## src/rtl/cmp_share_arbiter_if.sv

```systemverilog
`default_nettype none
// ============================================================================
// Module      : cmp_share_arbiter_if
// Description : Requester-side handshake and result bundle for the shared
//               compare arbiter (two requesters).
// Revision    : 1.0 - initial release
// ============================================================================
interface cmp_share_arbiter_if #(
    parameter int N = 32
);
    logic         req0_valid;
    logic [N-1:0] req0_a;
    logic [N-1:0] req0_b;
    logic         req0_sign;
    logic         req0_ready;
    logic         req0_rvalid;
    logic         req0_lt;
    logic         req0_eq;

    logic         req1_valid;
    logic [N-1:0] req1_a;
    logic [N-1:0] req1_b;
    logic         req1_sign;
    logic         req1_ready;
    logic         req1_rvalid;
    logic         req1_lt;
    logic         req1_eq;

    modport master (
        output req0_valid, req0_a, req0_b, req0_sign,
        input  req0_ready, req0_rvalid, req0_lt, req0_eq,
        output req1_valid, req1_a, req1_b, req1_sign,
        input  req1_ready, req1_rvalid, req1_lt, req1_eq
    );

    modport slave (
        input  req0_valid, req0_a, req0_b, req0_sign,
        output req0_ready, req0_rvalid, req0_lt, req0_eq,
        input  req1_valid, req1_a, req1_b, req1_sign,
        output req1_ready, req1_rvalid, req1_lt, req1_eq
    );
endinterface
`default_nettype wire

```

## src/rtl/cmp_share_arbiter.sv

```systemverilog
`default_nettype none
// ============================================================================
// Module      : cmp_share_arbiter
// Description : One shared N-bit lt/eq comparator arbitrated between two
//               requesters, 1-cycle result latency. Define CMP_SHARE_RR_EN for
//               round-robin arbitration (default: fixed priority, req0 wins).
// Revision    : 1.0 - initial release
// ============================================================================
module cmp_share_arbiter #(
    parameter int N = 32
) (
    input  wire                      clk,
    input  wire                      rst,
    cmp_share_arbiter_if.slave       bus
);

`ifdef CMP_SHARE_RR_EN
    localparam bit c_rr_en = 1'b1;
`else
    localparam bit c_rr_en = 1'b0;
`endif

    logic         r_lg_q, w_lg_d;
    logic         r_rvalid0_q, w_rvalid0_d;
    logic         r_rvalid1_q, w_rvalid1_d;
    logic         r_lt0_q, w_lt0_d;
    logic         r_eq0_q, w_eq0_d;
    logic         r_lt1_q, w_lt1_d;
    logic         r_eq1_q, w_eq1_d;

    logic         w_grant0, w_grant1;
    logic [N-1:0] w_a, w_b;
    logic         w_sign;
    logic         w_lo_lt;
    logic         w_lt, w_eq;

    // Requester 1 only wins contention under round-robin when req0 went last.
    always_comb begin
        w_grant1 = 1'b0;
        w_grant0 = 1'b0;
        if (!rst) begin
            w_grant1 = bus.req1_valid &&
                       (!bus.req0_valid || (c_rr_en && (r_lg_q == 1'b0)));
            w_grant0 = bus.req0_valid && !w_grant1;
        end
    end

    assign bus.req0_ready = w_grant0;
    assign bus.req1_ready = w_grant1;

    assign w_a    = w_grant1 ? bus.req1_a    : bus.req0_a;
    assign w_b    = w_grant1 ? bus.req1_b    : bus.req0_b;
    assign w_sign = w_grant1 ? bus.req1_sign : bus.req0_sign;

    // Shared magnitude compare of the low bits; the MSBs decide when they differ,
    // with the sense flipped between signed and unsigned.
    always_comb begin
        w_lo_lt = (w_a[N-2:0] < w_b[N-2:0]);
        w_eq    = (w_a == w_b);
        if (w_a[N-1] != w_b[N-1]) begin
            w_lt = w_sign ? w_a[N-1] : w_b[N-1];
        end else begin
            w_lt = w_lo_lt;
        end
    end

    always_comb begin
        w_lg_d      = r_lg_q;
        w_rvalid0_d = w_grant0;
        w_rvalid1_d = w_grant1;
        w_lt0_d     = r_lt0_q;
        w_eq0_d     = r_eq0_q;
        w_lt1_d     = r_lt1_q;
        w_eq1_d     = r_eq1_q;
        if (w_grant0) begin
            w_lg_d  = 1'b0;
            w_lt0_d = w_lt;
            w_eq0_d = w_eq;
        end
        if (w_grant1) begin
            w_lg_d  = 1'b1;
            w_lt1_d = w_lt;
            w_eq1_d = w_eq;
        end
    end

    always_ff @(posedge clk) begin
        if (rst) begin
            r_lg_q      <= 1'b1;
            r_rvalid0_q <= 1'b0;
            r_rvalid1_q <= 1'b0;
            r_lt0_q     <= 1'b0;
            r_eq0_q     <= 1'b0;
            r_lt1_q     <= 1'b0;
            r_eq1_q     <= 1'b0;
        end else begin
            r_lg_q      <= w_lg_d;
            r_rvalid0_q <= w_rvalid0_d;
            r_rvalid1_q <= w_rvalid1_d;
            r_lt0_q     <= w_lt0_d;
            r_eq0_q     <= w_eq0_d;
            r_lt1_q     <= w_lt1_d;
            r_eq1_q     <= w_eq1_d;
        end
    end

    // A result registered just before reset asserts is suppressed while rst is high.
    assign bus.req0_rvalid = r_rvalid0_q && !rst;
    assign bus.req0_lt     = r_lt0_q     && !rst;
    assign bus.req0_eq     = r_eq0_q     && !rst;
    assign bus.req1_rvalid = r_rvalid1_q && !rst;
    assign bus.req1_lt     = r_lt1_q     && !rst;
    assign bus.req1_eq     = r_eq1_q     && !rst;

endmodule
`default_nettype wire

```

## src/flat_wrapper.sv

```systemverilog
// flat-port wrapper written by rule: the top's interface ports become plain ports
module cmp_share_arbiter_flat 
#(
    parameter int N = 32
)
  (clk, rst, bus_req0_valid, bus_req0_a, bus_req0_b, bus_req0_sign, bus_req0_ready, bus_req0_rvalid, bus_req0_lt, bus_req0_eq, bus_req1_valid, bus_req1_a, bus_req1_b, bus_req1_sign, bus_req1_ready, bus_req1_rvalid, bus_req1_lt, bus_req1_eq);
  cmp_share_arbiter_if #(.N(N)) bus_i ();
  input  wire clk;
  input  wire rst;
  input wire logic [$bits(bus_i.req0_valid)-1:0] bus_req0_valid;
  input wire logic [$bits(bus_i.req0_a)-1:0] bus_req0_a;
  input wire logic [$bits(bus_i.req0_b)-1:0] bus_req0_b;
  input wire logic [$bits(bus_i.req0_sign)-1:0] bus_req0_sign;
  output wire logic [$bits(bus_i.req0_ready)-1:0] bus_req0_ready;
  output wire logic [$bits(bus_i.req0_rvalid)-1:0] bus_req0_rvalid;
  output wire logic [$bits(bus_i.req0_lt)-1:0] bus_req0_lt;
  output wire logic [$bits(bus_i.req0_eq)-1:0] bus_req0_eq;
  input wire logic [$bits(bus_i.req1_valid)-1:0] bus_req1_valid;
  input wire logic [$bits(bus_i.req1_a)-1:0] bus_req1_a;
  input wire logic [$bits(bus_i.req1_b)-1:0] bus_req1_b;
  input wire logic [$bits(bus_i.req1_sign)-1:0] bus_req1_sign;
  output wire logic [$bits(bus_i.req1_ready)-1:0] bus_req1_ready;
  output wire logic [$bits(bus_i.req1_rvalid)-1:0] bus_req1_rvalid;
  output wire logic [$bits(bus_i.req1_lt)-1:0] bus_req1_lt;
  output wire logic [$bits(bus_i.req1_eq)-1:0] bus_req1_eq;
  assign bus_i.req0_valid = bus_req0_valid;
  assign bus_i.req0_a = bus_req0_a;
  assign bus_i.req0_b = bus_req0_b;
  assign bus_i.req0_sign = bus_req0_sign;
  assign bus_req0_ready = bus_i.req0_ready;
  assign bus_req0_rvalid = bus_i.req0_rvalid;
  assign bus_req0_lt = bus_i.req0_lt;
  assign bus_req0_eq = bus_i.req0_eq;
  assign bus_i.req1_valid = bus_req1_valid;
  assign bus_i.req1_a = bus_req1_a;
  assign bus_i.req1_b = bus_req1_b;
  assign bus_i.req1_sign = bus_req1_sign;
  assign bus_req1_ready = bus_i.req1_ready;
  assign bus_req1_rvalid = bus_i.req1_rvalid;
  assign bus_req1_lt = bus_i.req1_lt;
  assign bus_req1_eq = bus_i.req1_eq;
  cmp_share_arbiter #(.N(N)) u_core (.clk(clk), .rst(rst), .bus(bus_i));
endmodule
```

## config.mk

```make
export PLATFORM = sky130hd
export DESIGN_NAME = cmp_share_arbiter_flat
export DESIGN_NICKNAME = d
export VERILOG_FILES = /design/src/rtl/cmp_share_arbiter_if.sv /design/src/rtl/cmp_share_arbiter.sv /design/src/flat_wrapper.sv
export SDC_FILE = /design/constraint.sdc
export NUM_CORES = 1
export LEC_CHECK = 0
export ABC_AREA = 1
export CAP_MARGIN = 20
export CELL_PAD_IN_SITES_DETAIL_PLACEMENT = 1
export CELL_PAD_IN_SITES_GLOBAL_PLACEMENT = 2
export CORE_AREA = 5 5 118 120
export DETAILED_ROUTE_END_ITERATION = 12
export DIE_AREA = 0 0 123 125
export PLACE_DENSITY_LB_ADDON = 0.3
export SLEW_MARGIN = 20
export SYNTH_ARGS = -nofsm -noshare
export SYNTH_HDL_FRONTEND = slang
export SYNTH_SLANG_ARGS = --single-unit
```

## constraint.sdc

```tcl
create_clock -name clk -period 2.8 [get_ports clk]
set_clock_uncertainty 0.15 [all_clocks]
set_input_delay 0.28 -clock clk [delete_from_list [all_inputs] [get_ports clk]]
set_output_delay 0.28 -clock clk [all_outputs]
set_load 0.01 [all_outputs]
```

Word level (Yosys, flattened, before mapping):

Cells that the tools add are included.
Widths: inputs -> output; s select.

* output and inout port bits: 8
* flip-flop bits (word level): 6
* memory bits (read-only): 0
* bits of input ports: 134
* memories kept: 0
* word-level logic and storage cells: 27
* bits in writable memories: 0
* bits in latches: 0

* reductions and logical operators: 11
* bitwise logic cells: 0
* $lt $le $gt $ge: 1
* add/subtract/negate cells: 0
* equal/unequal tests: 2
* multiplexer cells: 7
* multipliers: 0
* div/mod/pow operators: 0
* shift operators: 0

Operator list (number)
* $mux 32: 2
* $eq 32x32->1: 1
* $lt 31x31->1: 1
* $logic_and 1x1->1: 8
* $mux 1: 5
* $logic_not 1->1: 3
* $ne 1x1->1: 1

Logic depth before layout (Yosys ltp):

* depth in word-level cells: 6
* depth in mapped cells: 19
* depth with buffers taken out: 17

Worst setup path before layout:

OpenSTA, ideal clock, no wires.

* path kind: input -> register
* start: input port rst
* end: register u_core.r_lt0_q
* stages on the path: 17
* data arrival time: 2.038 ns
* path slack: 0.500 ns
* path buffers: 3
* setup time: 0.112 ns
* required time: 2.538 ns
* cell sequence: buf_6 -> nor2_8 -> nand2_4 -> buf_4 -> clkbuf_1 -> nand2_1 -> nand2_1 -> ha_1 -> nand2_1 -> nor2_1 -> nand3_1 -> a21oi_1 -> nor2_1 -> nand2_1 -> nand2_1 -> nand2_1 -> nand2_1

* cells in the longest elaborated chain, start to end: 4
* elaborated cells between the ends (all ways): 9
* those cells by class: order compare: 1; eq/ne: 1; mux: 7

Ends and longest elaborated chain
* start: declaration: RTL line flat_wrapper.sv:9 `input wire rst;`
* $mux 1: RTL line cmp_share_arbiter.sv:41 `if (!rst) begin`
* $mux 32, or another cell as far along: RTL line cmp_share_arbiter.sv:51 `assign w_a = w_grant1 ? bus.req1_a : bus.req0_a;`
* $lt 31x31->1, or another cell as far along: RTL line cmp_share_arbiter.sv:58 `w_lo_lt = (w_a[N-2:0] < w_b[N-2:0]);`
* $mux 1: RTL line cmp_share_arbiter.sv:60 `if (w_a[N-1] != w_b[N-1]) begin`
* end signal: assignment: RTL line cmp_share_arbiter.sv:100 `r_lt0_q <= w_lt0_d;`
* end: declaration: RTL line cmp_share_arbiter.sv:26 `logic r_lt0_q, w_lt0_d;`

Parallel ways exist; a longest one is shown, timed or not.
A chain may end at the register's enable or synchronous reset.

Worst setup path after layout:

* start: input port bus_req1_valid
* end: register u_core.r_eq1_q

* cells in the longest elaborated chain, start to end: 4
* elaborated cells between the ends (all ways): 5
* those cells by class: eq/ne: 1; mux: 3; reduce/logical: 1

Ends and longest elaborated chain
* start: declaration: RTL line flat_wrapper.sv:18 `input wire logic [$bits(bus_i.req1_valid)-1:0] bus_req1_valid;`
* $logic_and 1x1->1 *: RTL line cmp_share_arbiter.sv:42 `w_grant1 = bus.req1_valid &&`
* $mux 1 *: RTL line cmp_share_arbiter.sv:41
* $mux 32 (on tied branches): RTL line cmp_share_arbiter.sv:51, cmp_share_arbiter.sv:52
* $eq 32x32->1: RTL line cmp_share_arbiter.sv:59 `w_eq = (w_a == w_b);`
* end signal: assignment: RTL line cmp_share_arbiter.sv:103 `r_eq1_q <= w_eq1_d;`
* end: declaration: RTL line cmp_share_arbiter.sv:29 `logic r_eq1_q, w_eq1_d;`

Every way passes the cells marked *; elsewhere a longest branch is shown, timed or not.

==> metrics <==
largest net degree at the start of global routing=23; final setup fails=0; die width=123 um; Post-Synthesis Cells=325; CTS tree=done; final worst-path cycle share=89.3%; Seq cells post-synth=6; post-route ant nets=0; clock sinks=6; syn nets=490; Clk Latency, worst-skew pair=0.23 ns; Max Fclk=400 MHz; Mean Syn Cell Area=5.78 um2; Peak supply drop=0.000124 V; YS warnings=0; critical path launch point type=input pin; Slew Viols, Final=0; Die Area=15,400 um2; CTS buffer count=3; CTS Hold Buffers Added=0; critical path class=input pin to register; # diodes=0; Clock Path Buffers=2; register area share after synthesis=6.39%; PD cells=219 nW/um2; relative slew slack=83.5%; port bufs=141; Post-Synthesis Cell Area=1880 um2; Routability Congestion=0.738; area delta synth->final=99.9%; Critical Path RT=2.83 ns; residual DRC count=0; CP Capture Type=register; nets=648; Site Rows=42; global-route wire length before repair=12.7 mm; Netlist cell types=22; actual slew at the worst max-slew pin=0.245 ns; # fillers=1,608; Clock Tree Root=clkbuf_16; Layout Cells excl Fill=657; 1st-iter DRT viols=38; Max Cap Viol=0; Most used DFF post-synth=dfxtp_1; leakage=1.99 nW; unrepaired setup endpoints after global routing=false; initial core utilization=14.6%; status=complete, no violations; Critical Path Fanout Max=15; final hold vios=0; Worst EP arrival=2.53 ns; final wirelength=8.07 mm; Post-synth EDFFs=0; Placed Instances=654; total global-route track usage=10.0%; initial antenna violation count=0; die height=125 um; min Tclk post-route=2.50 ns; final total power=0.822 mW; I/O pins=142; clock-pin slew on the worst setup and hold paths=0.03 ns; drt pass-1 iters=4; Avg WL per Cell=12.3 um; DR vias=2,528; CORE AREA=12,900 um2; total congestion overflow=0; fraction of registers with async set/reset=0%; number of global-route vias before repair=2,749; Hold WC Path Type=input pin to register; htree depth=1; detailed-route vias per instance=3.85; hpwl dp=7.37 mm; share of cells above drive strength 1=6.24%
final timing paths:
check	start	to	slack (ns)	depth (start not counted)
max reg2reg	u_core.r_eq0_q	u_core.r_eq0_q	1.93	4
min reg2reg	u_core.r_eq1_q	u_core.r_eq1_q	0.38	4
max	bus_req1_valid	u_core.r_eq1_q	0.30	15
min	bus_req0_valid	u_core.r_rvalid0_q	0.34	3
placed cells by master, fill, tap and decap left out, drive strengths merged:
| master | synthesis | layout |
|---|---|---|
| nand3 | 7 | 7 |
| nor3 | 1 | 1 |
| clkdlybuf4s50 | 0 | 139 |
| nand4 | 3 | 3 |
| inv | 30 | 30 |
| dfxtp | 6 | 6 |
| or2 | 1 | 1 |
| o21ai | 3 | 3 |
| mux2i | 31 | 31 |
| dlymetal6s2s | 0 | 2 |
| a21oi | 11 | 11 |
| clkbuf | 4 | 3 |
| buf | 7 | 23 |
| nand3b | 3 | 3 |
| nor2 | 20 | 20 |
| ha | 31 | 31 |
| nand2 | 167 | 167 |
cell type report:
cell class	instances	area (um2)	share of cell area (%)
flip-flops and latches	6	120	3.20
well taps	176	220	5.86
multi-input cells	278	1590	42.2
inverters	30	113	3.00
repair buffers	164	1640	43.7
clock buffers	3	75.1	2.00
cell usage after synthesis, types with 2 or more instances:
cell	count	area share, %
buf_4	2	0.80
nor2_1	19	3.8
buf_2	4	1.1
nand2_1	166	33
dfxtp_1	6	6.4
nand3b_1	3	1.2
nand4_1	3	1.0
inv_1	29	5.8
a21oi_1	11	2.9
mux2i_1	31	17
nand3_1	7	1.9
ha_1	31	21
clkbuf_1	4	0.80
metrics by stage:
step | utilization [%] | setup WS (ns) | instance area (um2) | setup TNS, ns | hold slack [ns]
after global placement | 28.5 | -0.0955 | 3670 | -0.321 | 0.373
after floorplan | - | 0.500 | 1880 | 0 | 0.274
after detailed placement | 28.5 | -0.101 | 3670 | -0.365 | 0.372
final | 29.2 | 0.299 | 3760 | 0 | 0.338
after global routing | 29.2 | 0.0713 | 3760 | 0 | 0.357
after CTS | 29.1 | 0.119 | 3750 | 0 | 0.383
what timing repair did:
action / 4_1_cts / 5_1_grt
buffers inserted: 0 / 0
gates resized for setup: 0 / 3
hold endpoints to repair: 0 / 0
endpoints found under the setup margin: 0 / 2
cells by family after synthesis:
group,after synthesis,share of synthesized area (%)
AOI/OAI and AO/OA,14,3.93
adders and majority gates,31,20.6
and+or+nand+nor,202,43.3
buffers and inverters,41,9.25
DFF,6,6.39
muxes,31,16.5
worst max-delay path, cell delays in order:
cell	delay, ns
clkdlybuf4s50_1	0.53
nand2_4	0.10
buf_4	0.16
buf_12	0.15
mux2i_1	0.13
ha_1	0.30
nand2_1	0.11
nor2_1	0.13
nand3_1	0.07
nor2_1	0.10
nand2_1	0.06
nor3_1	0.13
buf_4	0.14
nand3_1	0.06
nand2_1	0.06
power breakdown:
group	switching, mW	internal [mW]	leakage, nW	total [mW]
logic	0.204	0.295	1.91	0.498
registers	0.000803	0.0899	0.0491	0.0907
clock network	0.0495	0.183	0.0370	0.233
registers in the layout (all words and copies together) (netlist names):
register            cells
u_core.r_eq0_q          1
u_core.r_eq1_q          1
u_core.r_lt0_q          1
u_core.r_lt1_q          1
u_core.r_rvalid0_q      1
u_core.r_rvalid1_q      1
metal layers:
layer	track usage [%]	vias up	wire (um)
li1	-	1343	-
met1	12.1	1099	3540
met2	18.3	81	3860
met3	2.66	5	639
met4	0.977	0	29
met5	0	-	0
Note: power is estimated with default switching activity, not from simulation.
